**src/rtl/score_keeper.sv**
```systemverilog
// score_keeper: credits, lives, BCD score and high score for a shooter game
module score_keeper #(
  parameter int START_LIVES  = 3,
  parameter int MAX_CREDITS  = 9,
  parameter int DYING_FRAMES = 60
) (
  input  logic        clk,
  input  logic        reset,
  input  logic        startOfFrame,
  input  logic [7:0]  scoreUpdate,
  input  logic        playerHit,
  input  logic        keyCoinN,
  input  logic        startGame,
  input  logic        standBy,
  input  logic        gameEnded,
  output logic [3:0]  credits,
  output logic [2:0]  lives,
  output logic        gameLose,
  output logic [15:0] score,
  output logic [15:0] highScore,
  output logic        newHighScore,
  output logic        playerHitPulse
);
  typedef enum logic [1:0] {sIdle, sPlaying, sDying, sLost} state_t;
  state_t state_q, state_d;
  logic [3:0]  credits_q, credits_d;
  logic [2:0]  lives_q, lives_d;
  logic        lose_q, lose_d;
  logic [15:0] score_q, score_d;
  logic [15:0] high_q, high_d;
  logic        newhigh_q, newhigh_d;
  logic        pulse_q, pulse_d;
  logic [9:0]  pend_q, pend_d;
  logic        flag_q, flag_d;
  logic [7:0]  frames_q, frames_d;
  logic [2:0]  sync_q;
  logic        start_prev_q, hit_prev_q;
  logic        coin_fall, start_ok, accept, drain, beats;
  logic [7:0]  add;
  logic [10:0] pend_sum;
  logic [4:0]  cred_sum;
  function automatic logic [15:0] bcd_inc(input logic [15:0] v);
    logic [15:0] r;
    logic c;
    r = v;
    c = 1'b1;
    for (int i = 0; i < 4; i++)
      if (c) begin
        if (r[i*4+:4] == 4'd9) r[i*4+:4] = 4'd0;
        else begin
          r[i*4+:4] = r[i*4+:4] + 4'd1;
          c = 1'b0;
        end
      end
    return v == 16'h9999 ? v : r;
  endfunction
  assign credits        = credits_q;
  assign lives          = lives_q;
  assign gameLose       = lose_q;
  assign score          = score_q;
  assign highScore      = high_q;
  assign newHighScore   = newhigh_q;
  assign playerHitPulse = pulse_q;
  // next-state: game FSM, credit/pending arithmetic, score drain and high-score tracking
  always_comb begin
    coin_fall = sync_q[2] & ~sync_q[1];
    start_ok  = startGame & ~start_prev_q & (credits_q != 4'd0) & (state_q == sIdle || state_q == sLost);
    accept    = (state_q == sPlaying) & playerHit & ~hit_prev_q & ~flag_q;
    drain     = pend_q != 10'd0;
    beats     = higher(score_q, high_q);
    add       = (state_q == sPlaying || state_q == sDying) ? scoreUpdate : 8'd0;
    pend_sum  = 11'(pend_q) + 11'(add) - 11'(drain);
    cred_sum  = 5'(credits_q) + 5'(coin_fall) - 5'(start_ok);
    credits_d = cred_sum > 5'(MAX_CREDITS) ? 4'(MAX_CREDITS) : cred_sum[3:0];
    score_d   = start_ok ? 16'h0 : drain ? bcd_inc(score_q) : score_q;
    pend_d    = start_ok ? 10'd0 : pend_sum > 11'd1023 ? 10'h3ff : pend_sum[9:0];
    high_d    = beats ? score_q : high_q;
    newhigh_d = ~start_ok & (beats | newhigh_q);
    flag_d    = accept | (flag_q & ~startOfFrame);
    pulse_d   = accept;
    state_d   = state_q;
    lives_d   = lives_q;
    lose_d    = lose_q;
    frames_d  = frames_q;
    unique case (state_q)
      sIdle: if (start_ok) begin
        state_d = sPlaying;
        lives_d = 3'(START_LIVES);
      end
      sPlaying: if (accept) begin
        lives_d  = lives_q - 3'd1;
        frames_d = 8'd0;
        lose_d   = lives_q == 3'd1;
        state_d  = lives_q == 3'd1 ? sLost : sDying;
      end
      sDying: if (startOfFrame) begin
        frames_d = frames_q == 8'(DYING_FRAMES - 1) ? 8'd0 : frames_q + 8'd1;
        state_d  = frames_q == 8'(DYING_FRAMES - 1) ? sPlaying : sDying;
      end
      sLost: if (start_ok) begin
        state_d = sPlaying;
        lives_d = 3'(START_LIVES);
        lose_d  = 1'b0;
      end else if (standBy & ~gameEnded) begin
        state_d = sIdle;
        lose_d  = 1'b0;
      end
    endcase
  end
  // BCD digits are ordered like binary, so a plain magnitude compare is a BCD compare
  function automatic logic higher(input logic [15:0] a, input logic [15:0] b);
    return a > b;
  endfunction
  // state registers, coin synchronizer and edge-detect history
  always_ff @(posedge clk) begin
    if (reset) begin
      state_q      <= sIdle;
      credits_q    <= 4'd0;
      lives_q      <= 3'd0;
      lose_q       <= 1'b0;
      score_q      <= 16'h0;
      high_q       <= 16'h0;
      newhigh_q    <= 1'b0;
      pulse_q      <= 1'b0;
      pend_q       <= 10'd0;
      flag_q       <= 1'b0;
      frames_q     <= 8'd0;
      sync_q       <= 3'b111;
      start_prev_q <= 1'b0;
      hit_prev_q   <= 1'b0;
    end else begin
      state_q      <= state_d;
      credits_q    <= credits_d;
      lives_q      <= lives_d;
      lose_q       <= lose_d;
      score_q      <= score_d;
      high_q       <= high_d;
      newhigh_q    <= newhigh_d;
      pulse_q      <= pulse_d;
      pend_q       <= pend_d;
      flag_q       <= flag_d;
      frames_q     <= frames_d;
      sync_q       <= {sync_q[1:0], keyCoinN};
      start_prev_q <= startGame;
      hit_prev_q   <= playerHit;
    end
  end
endmodule

```
**config.mk**
```make
export PLATFORM = sky130hd
export DESIGN_NAME = score_keeper
export DESIGN_NICKNAME = d
export VERILOG_FILES = /design/src/rtl/score_keeper.sv
export SDC_FILE = /design/constraint.sdc
export NUM_CORES = 1
export LEC_CHECK = 0
export CORE_UTILIZATION = 30
export CTS_BUF_LIST = sky130_fd_sc_hd__clkbuf_8
export CTS_CLUSTER_SIZE = 10
export DETAILED_ROUTE_END_ITERATION = 7
export SLEW_MARGIN = 25
export SYNTH_ARGS = -nofsm -noshare
export SYNTH_HDL_FRONTEND = slang
export SYNTH_SLANG_ARGS = --single-unit
```
**constraint.sdc**
```tcl
create_clock -name clk -period 5.3 [get_ports clk]
set_input_delay 1.06 -clock clk [delete_from_list [all_inputs] [get_ports clk]]
set_output_delay 1.06 -clock clk [all_outputs]
set_load 0.03 [all_outputs]
```
Word-level counts from Yosys, hierarchy flattened
Index checks and enable logic that the tools add are counted.
{"block": "op_classes", "n_addsub": 10, "n_lt_le_gt_ge": 3, "n_eq_ne": 15, "muxes": 31, "n_bitwise": 20, "reduce_logical": 19}
{"cell": "8-bit 2-to-1 mux", "n": 4}
{"cell": "4-bit 2-to-1 mux", "n": 5}
{"cell": "3-bit AND reduction", "n": 6}
{"cell": "4-bit by 1-bit adder with 4-bit output, second input constant", "n": 4}
{"cell": "16-bit equality test, second input constant", "n": 1}
{"cell": "4-bit equality test, second input constant", "n": 4}
{"cell": "16-bit greater-than comparator", "n": 1}
{"cell": "8-bit one-hot mux with 2 select lines", "n": 1}
{"cell": "2-bit 2-to-1 mux", "n": 6}
{"cell": "10-bit by 8-bit adder with 11-bit output", "n": 1}
{"cell": "11-bit by 10-bit greater-than comparator with 1-bit output, second input constant", "n": 1}
{"cell": "11-bit by 1-bit subtractor with 11-bit output", "n": 1}
{"cell": "1-bit AND", "n": 10}
{"cell": "10-bit 2-to-1 mux", "n": 1}
{"cell": "10-bit nonzero test", "n": 1}
{"cell": "1-bit 2-to-1 mux", "n": 9}
{"cell": "8-bit by 1-bit adder with 8-bit output, second input constant", "n": 1}
{"cell": "8-bit by 6-bit equality test with 1-bit output, second input constant", "n": 1}
{"cell": "1-bit NOT", "n": 8}
{"cell": "2-bit one-hot mux with 4 select lines", "n": 1}
{"cell": "3-bit 2-to-1 mux", "n": 2}
{"cell": "2-bit inequality test, second input constant", "n": 3}
{"cell": "3-bit one-hot mux with 2 select lines", "n": 1}
{"cell": "2-bit nonzero test", "n": 3}
{"cell": "17 further kinds", "n": 22}
{"block": "word_totals", "register_bits": 68, "in_bits": 16, "output_inout_bits": 42}

Logic depth before layout (Yosys ltp)
{"block": "logic_depth", "word_depth": 7, "depth_mapped": 15, "mapped_depth_nobuf": 15}

Worst setup path before layout
No wires, ideal clock.
{"block": "synth_path", "kind": "input -> register", "start": "in scoreUpdate[0]", "end": "reg pend_q[0]", "t_arrival_ns": 3.018, "path_slack_ns": 2.151, "path_stages": 11, "path_buffers": 0, "cell_sequence": "nand2_1 ha_1 inv_1 ha_1 fa_1 a21oi_1 o211a_1 o21ai_1 a31oi_1 xnor2_2 a21oi_1"}
{"block": "synth_between", "elab_chain_cells": 5}
{"element": "from (decl)", "line": "10", "text": "input logic [7:0] scoreUpdate,"}
{"element": "8-bit 2-to-1 mux *", "line": "71", "text": "add = (state_q == sPlaying || state_q == sDying) ? scoreUpdate : 8'd0;"}
{"element": "10-bit by 8-bit adder with 11-bit output *", "line": "72", "text": "pend_sum = 11'(pend_q) + 11'(add) - 11'(drain);"}
{"element": "11-bit by 1-bit subtractor with 11-bit output *", "line": "72"}
{"element": "11-bit by 10-bit greater-than comparator with 1-bit output", "line": "76", "text": "pend_d = start_ok ? 10'd0 : pend_sum > 11'd1023 ? 10'h3ff : pend_sum[9:0];"}
{"element": "10-bit 2-to-1 mux *", "line": "76"}
{"element": "to (signal assigned)", "line": "140", "text": "pend_q <= pend_d;"}
{"element": "to (decl)", "line": "33", "text": "logic [9:0] pend_q, pend_d;"}
Mark *: on every way between the ends. The rest lies on a longest branch, timed or not.
A chain may end at the register's enable or synchronous reset.

Final worst setup path
{"block": "layout_path", "start": "in startGame", "end": "reg credits_q[0], in the netlist credits[0]"}
{"block": "layout_between", "elab_chain_cells": 6}
{"element": "from (decl)", "line": "13", "text": "input logic startGame,"}
{"element": "1-bit AND * (3 in series)", "line": "67", "text": "start_ok = startGame & ~start_prev_q & (credits_q != 4'd0) & (state_q == sIdle || state_q == sLost);"}
{"element": "5-bit by 1-bit subtractor with 5-bit output *", "line": "73", "text": "cred_sum = 5'(credits_q) + 5'(coin_fall) - 5'(start_ok);"}
{"element": "5-bit by 4-bit greater-than comparator with 1-bit output", "line": "74", "text": "credits_d = cred_sum > 5'(MAX_CREDITS) ? 4'(MAX_CREDITS) : cred_sum[3:0];"}
{"element": "4-bit 2-to-1 mux *", "line": "74"}
{"element": "to (signal assigned)", "line": "133", "text": "credits_q <= credits_d;"}
{"element": "to (decl)", "line": "26", "text": "logic [3:0] credits_q, credits_d;"}
Marks and branches as above.

==> impl_metrics.tcl <==
set metrics [dict create \
    place.gp.congestion 0.7934 \
    gr-total-overflow 0 \
    track_usage 0.1433 \
    crit_type "in2reg" \
    period_share 0.6853 \
    drtIter0Drc 155 \
    io-pin-count 58 \
    cts_tree "done" \
    htreeDepth 3 \
    period_needed_ps 3632 \
    synth_area_um2 4104 \
    rrSetupSlack_ps 1840 \
    clkPwrFrac 0.151 \
    required_ps 5530 \
    die_area_um2 14150 \
    switching_share 0.4585 \
    skew_ps 16.29 \
    ys_types 58 \
    fmax_mhz 275.3 \
    grt_max_degree 38 \
    drv_cap 0 \
    initial_core_util 0.3087 \
    fin_util 0.3804 \
    dr.pass1.iters 4 \
    powerDensity_nw_per_um2 548.6 \
    p_comb_frac 0.607 \
    synthFlopType "dfxtp_1" \
    drc 0 \
    path_max_fanout 7 \
    synthArstFlopShare 0 \
    start_kind "input port" \
    ys_top_cells_by_area "dfxtp_1 33%, ha_1 15%, a21oi_1 6.5%, inv_1 5.9%, o21ai_0 3.5%" \
    core_um2 13300 \
    area_delta_synth_final_pct 23.23 \
    clkTransAtPathRegs_ps 70 \
    routed_wl_um 9596 \
    insertion_delay_ps 350 \
    grt_pass1_wl_um 16480 \
    postRouteAntennaNets 0 \
    syn_avg_cell_area_um2 8.479 \
    worstReg2RegStart "pend_q[2]$_SDFF_PP0_" \
    relSlewSlack 0.3827 \
    viasPerCell 4.794 \
    synth_top_area_share 0.3317 \
    cts_buffer_depth 2 \
    hp-class "reg2reg" \
    synth-edff-count 0 \
    layout.nets 608 \
    drive_gt1_frac 0.07326 \
    fp.dieW_um 119.0 \
    ctsHoldBuffers 0 \
    p_leak_nw 1.967 \
    post_cts_buffers 0 \
    cts.sinks 68 \
    outcome "finished, final reports clean" \
    portBuffers 57 \
    internal_power_mw 1.502 \
    rows 42 \
    whs_endpoint "sync_q[1]$_SDFF_PP1_" \
    dp_hpwl_um 7336 \
    ir_drop_uv 394.7 \
    tightest_slew_ps 918.4 \
    grt_pass1_vias 3453 \
    antenna_cells 0 \
    setup_violations 0 \
    min_from "sync_q[0]$_SDFF_PP1_" \
    setup_ws_ps 1668 \
    hold_depth 1 \
    ys_seq_area_frac 0.3317 \
    ys_ff_latch 68 \
    power.switching_mw 1.272 \
    hold_violations 0 \
    via_count 3461 \
    yosysTopAreaCell "dfxtp_1" \
    die_y_um 119.0 \
    rr_worst_depth 12 \
    dp_slack_ps 1340 \
    drv_slew 0 \
    avgRoutedWirePerCell_um 13.29 \
    cp-end-kind "flop" \
    syn-num-nets 551 \
    arrival_ps 3860 \
    antenna_found_initial 0 \
    fin_setup_tns_ps 0 \
    syn_inst 484 \
    reg2reg_to "pend_q[2]$_SDFF_PP0_" \
    cts_buffers 9 \
    place_area_um2 4865 \
    cts_root_buffer "clkbuf_8" \
    ys_warn_count 0 \
    fin_area_um2 5057 \
    sequentialPowerShare 0.242 \
    rsz0062_at_grt "false" \
    cts.repair.resized 0 \
]
[worst max path at each step]
stage,startpoint,endpoint,slack (ps),cells past startpoint
2_1_floorplan,scoreUpdate[0],pend_q[0]$_SDFF_PP0_,2150,11
3_3_place_gp,startGame,credits[0]$_SDFF_PP0_,1500,13
3_5_place_dp,startGame,credits[0]$_SDFF_PP0_,1340,13
4_1_cts,startGame,credits[0]$_SDFF_PP0_,1680,13
5_1_grt,startGame,credits[1]$_SDFF_PP0_,1460,13
6_report,startGame,credits[0]$_SDFF_PP0_,1670,13
[synth_stat cells (all sizes together), types with 3 or more instances]
library cell   n
dfxtp         68
inv           64
a21oi         54
ha            49
o21ai         32
nor2          29
nand2         26
nand4         15
xnor2         15
or3b          12
xor2          11
nor2b         10
or3           10
clkbuf         9
nand2b         8
nor3           7
nand3          6
nor3b          6
a211oi         5
a21o           5
buf            5
or2            5
nor4           3
o211ai         3
[metal layers]
metal,global-route usage,share of wire,wire [µm]
met5,0,0,0
met4,0.04905,0.018,170
met3,0.02490,0.029,279
met2,0.2361,0.47,4502
met1,0.1882,0.48,4644
[flip-flops by register name (all words and copies together) (netlist names)]
register and flops:
score 16, pend_q 10, credits 4, lives 3, state_q 2, playerHitPulse 1
flag_q 1, sync_q 3, highScore 16, hit_prev_q 1, start_prev_q 1, frames_q 8
gameLose 1, newHighScore 1
[critical path: stages]
cell and delay [ps]:
clkdlybuf4s50_1 470, o311ai_0 220, nor2_1 400, ha_1 200
inv_1 40, ha_1 200, fa_1 400, a21oi_1 160
nor2_1 50, nor2_1 120, xnor2_1 150, o21ai_0 170
o21ba_2 220
[placed cells by master (no fill, tap or decap), types with 11 or more instances in the layout]
cell,netlist,routed
a21oi_1,53,53
nand2_1,26,26
nor2_1,29,29
xor2_1,11,11
inv_1,64,65
xnor2_1,14,14
o21ai_0,29,29
clkdlybuf4s50_1,0,57
nand4_1,13,13
dfxtp_1,68,68
ha_1,49,49
[power by group through the flow]
stage          Sequential, mW  Clock (mW)  Combinational, mW
2_1_floorplan           0.736           0               1.22
3_3_place_gp            0.682           0               1.62
3_5_place_dp            0.685           0               1.68
4_1_cts                 0.674       0.431               1.69
5_1_grt                 0.684       0.456               1.92
6_report                0.671       0.420               1.68
[cells by family after synthesis]
family | Yosys count | share of synthesized area
compound gates | 116 | 0.1729
xor+xnor | 26 | 0.05732
mux | 1 | 0.002439
buf+inv | 78 | 0.07286
simple gates | 144 | 0.2037
fa+ha+maj | 51 | 0.1591
flops | 68 | 0.3317
[layout make-up]
class                   count  area [µm²]
inverters                  64       240.2
clock inverters             7       68.82
fillers                  1341        8238
repair buffers             60       593.1
well taps                 176       220.2
multi-input cells         338        2450
clock buffers               9       123.9
flip-flops and latches     68        1361
[through the flow]
stage                     power (mW)  hold slack [ps]  std cells
after global placement         2.306            397.9        706
after floorplan                1.957            389.5        484
after CTS                      2.793            422.2        722
final                          2.774            419.9        722
after detailed placement       2.361            401.7        706
after global routing           3.057            444.7        722
No activity file was read; power rests on OpenSTA's default activity.
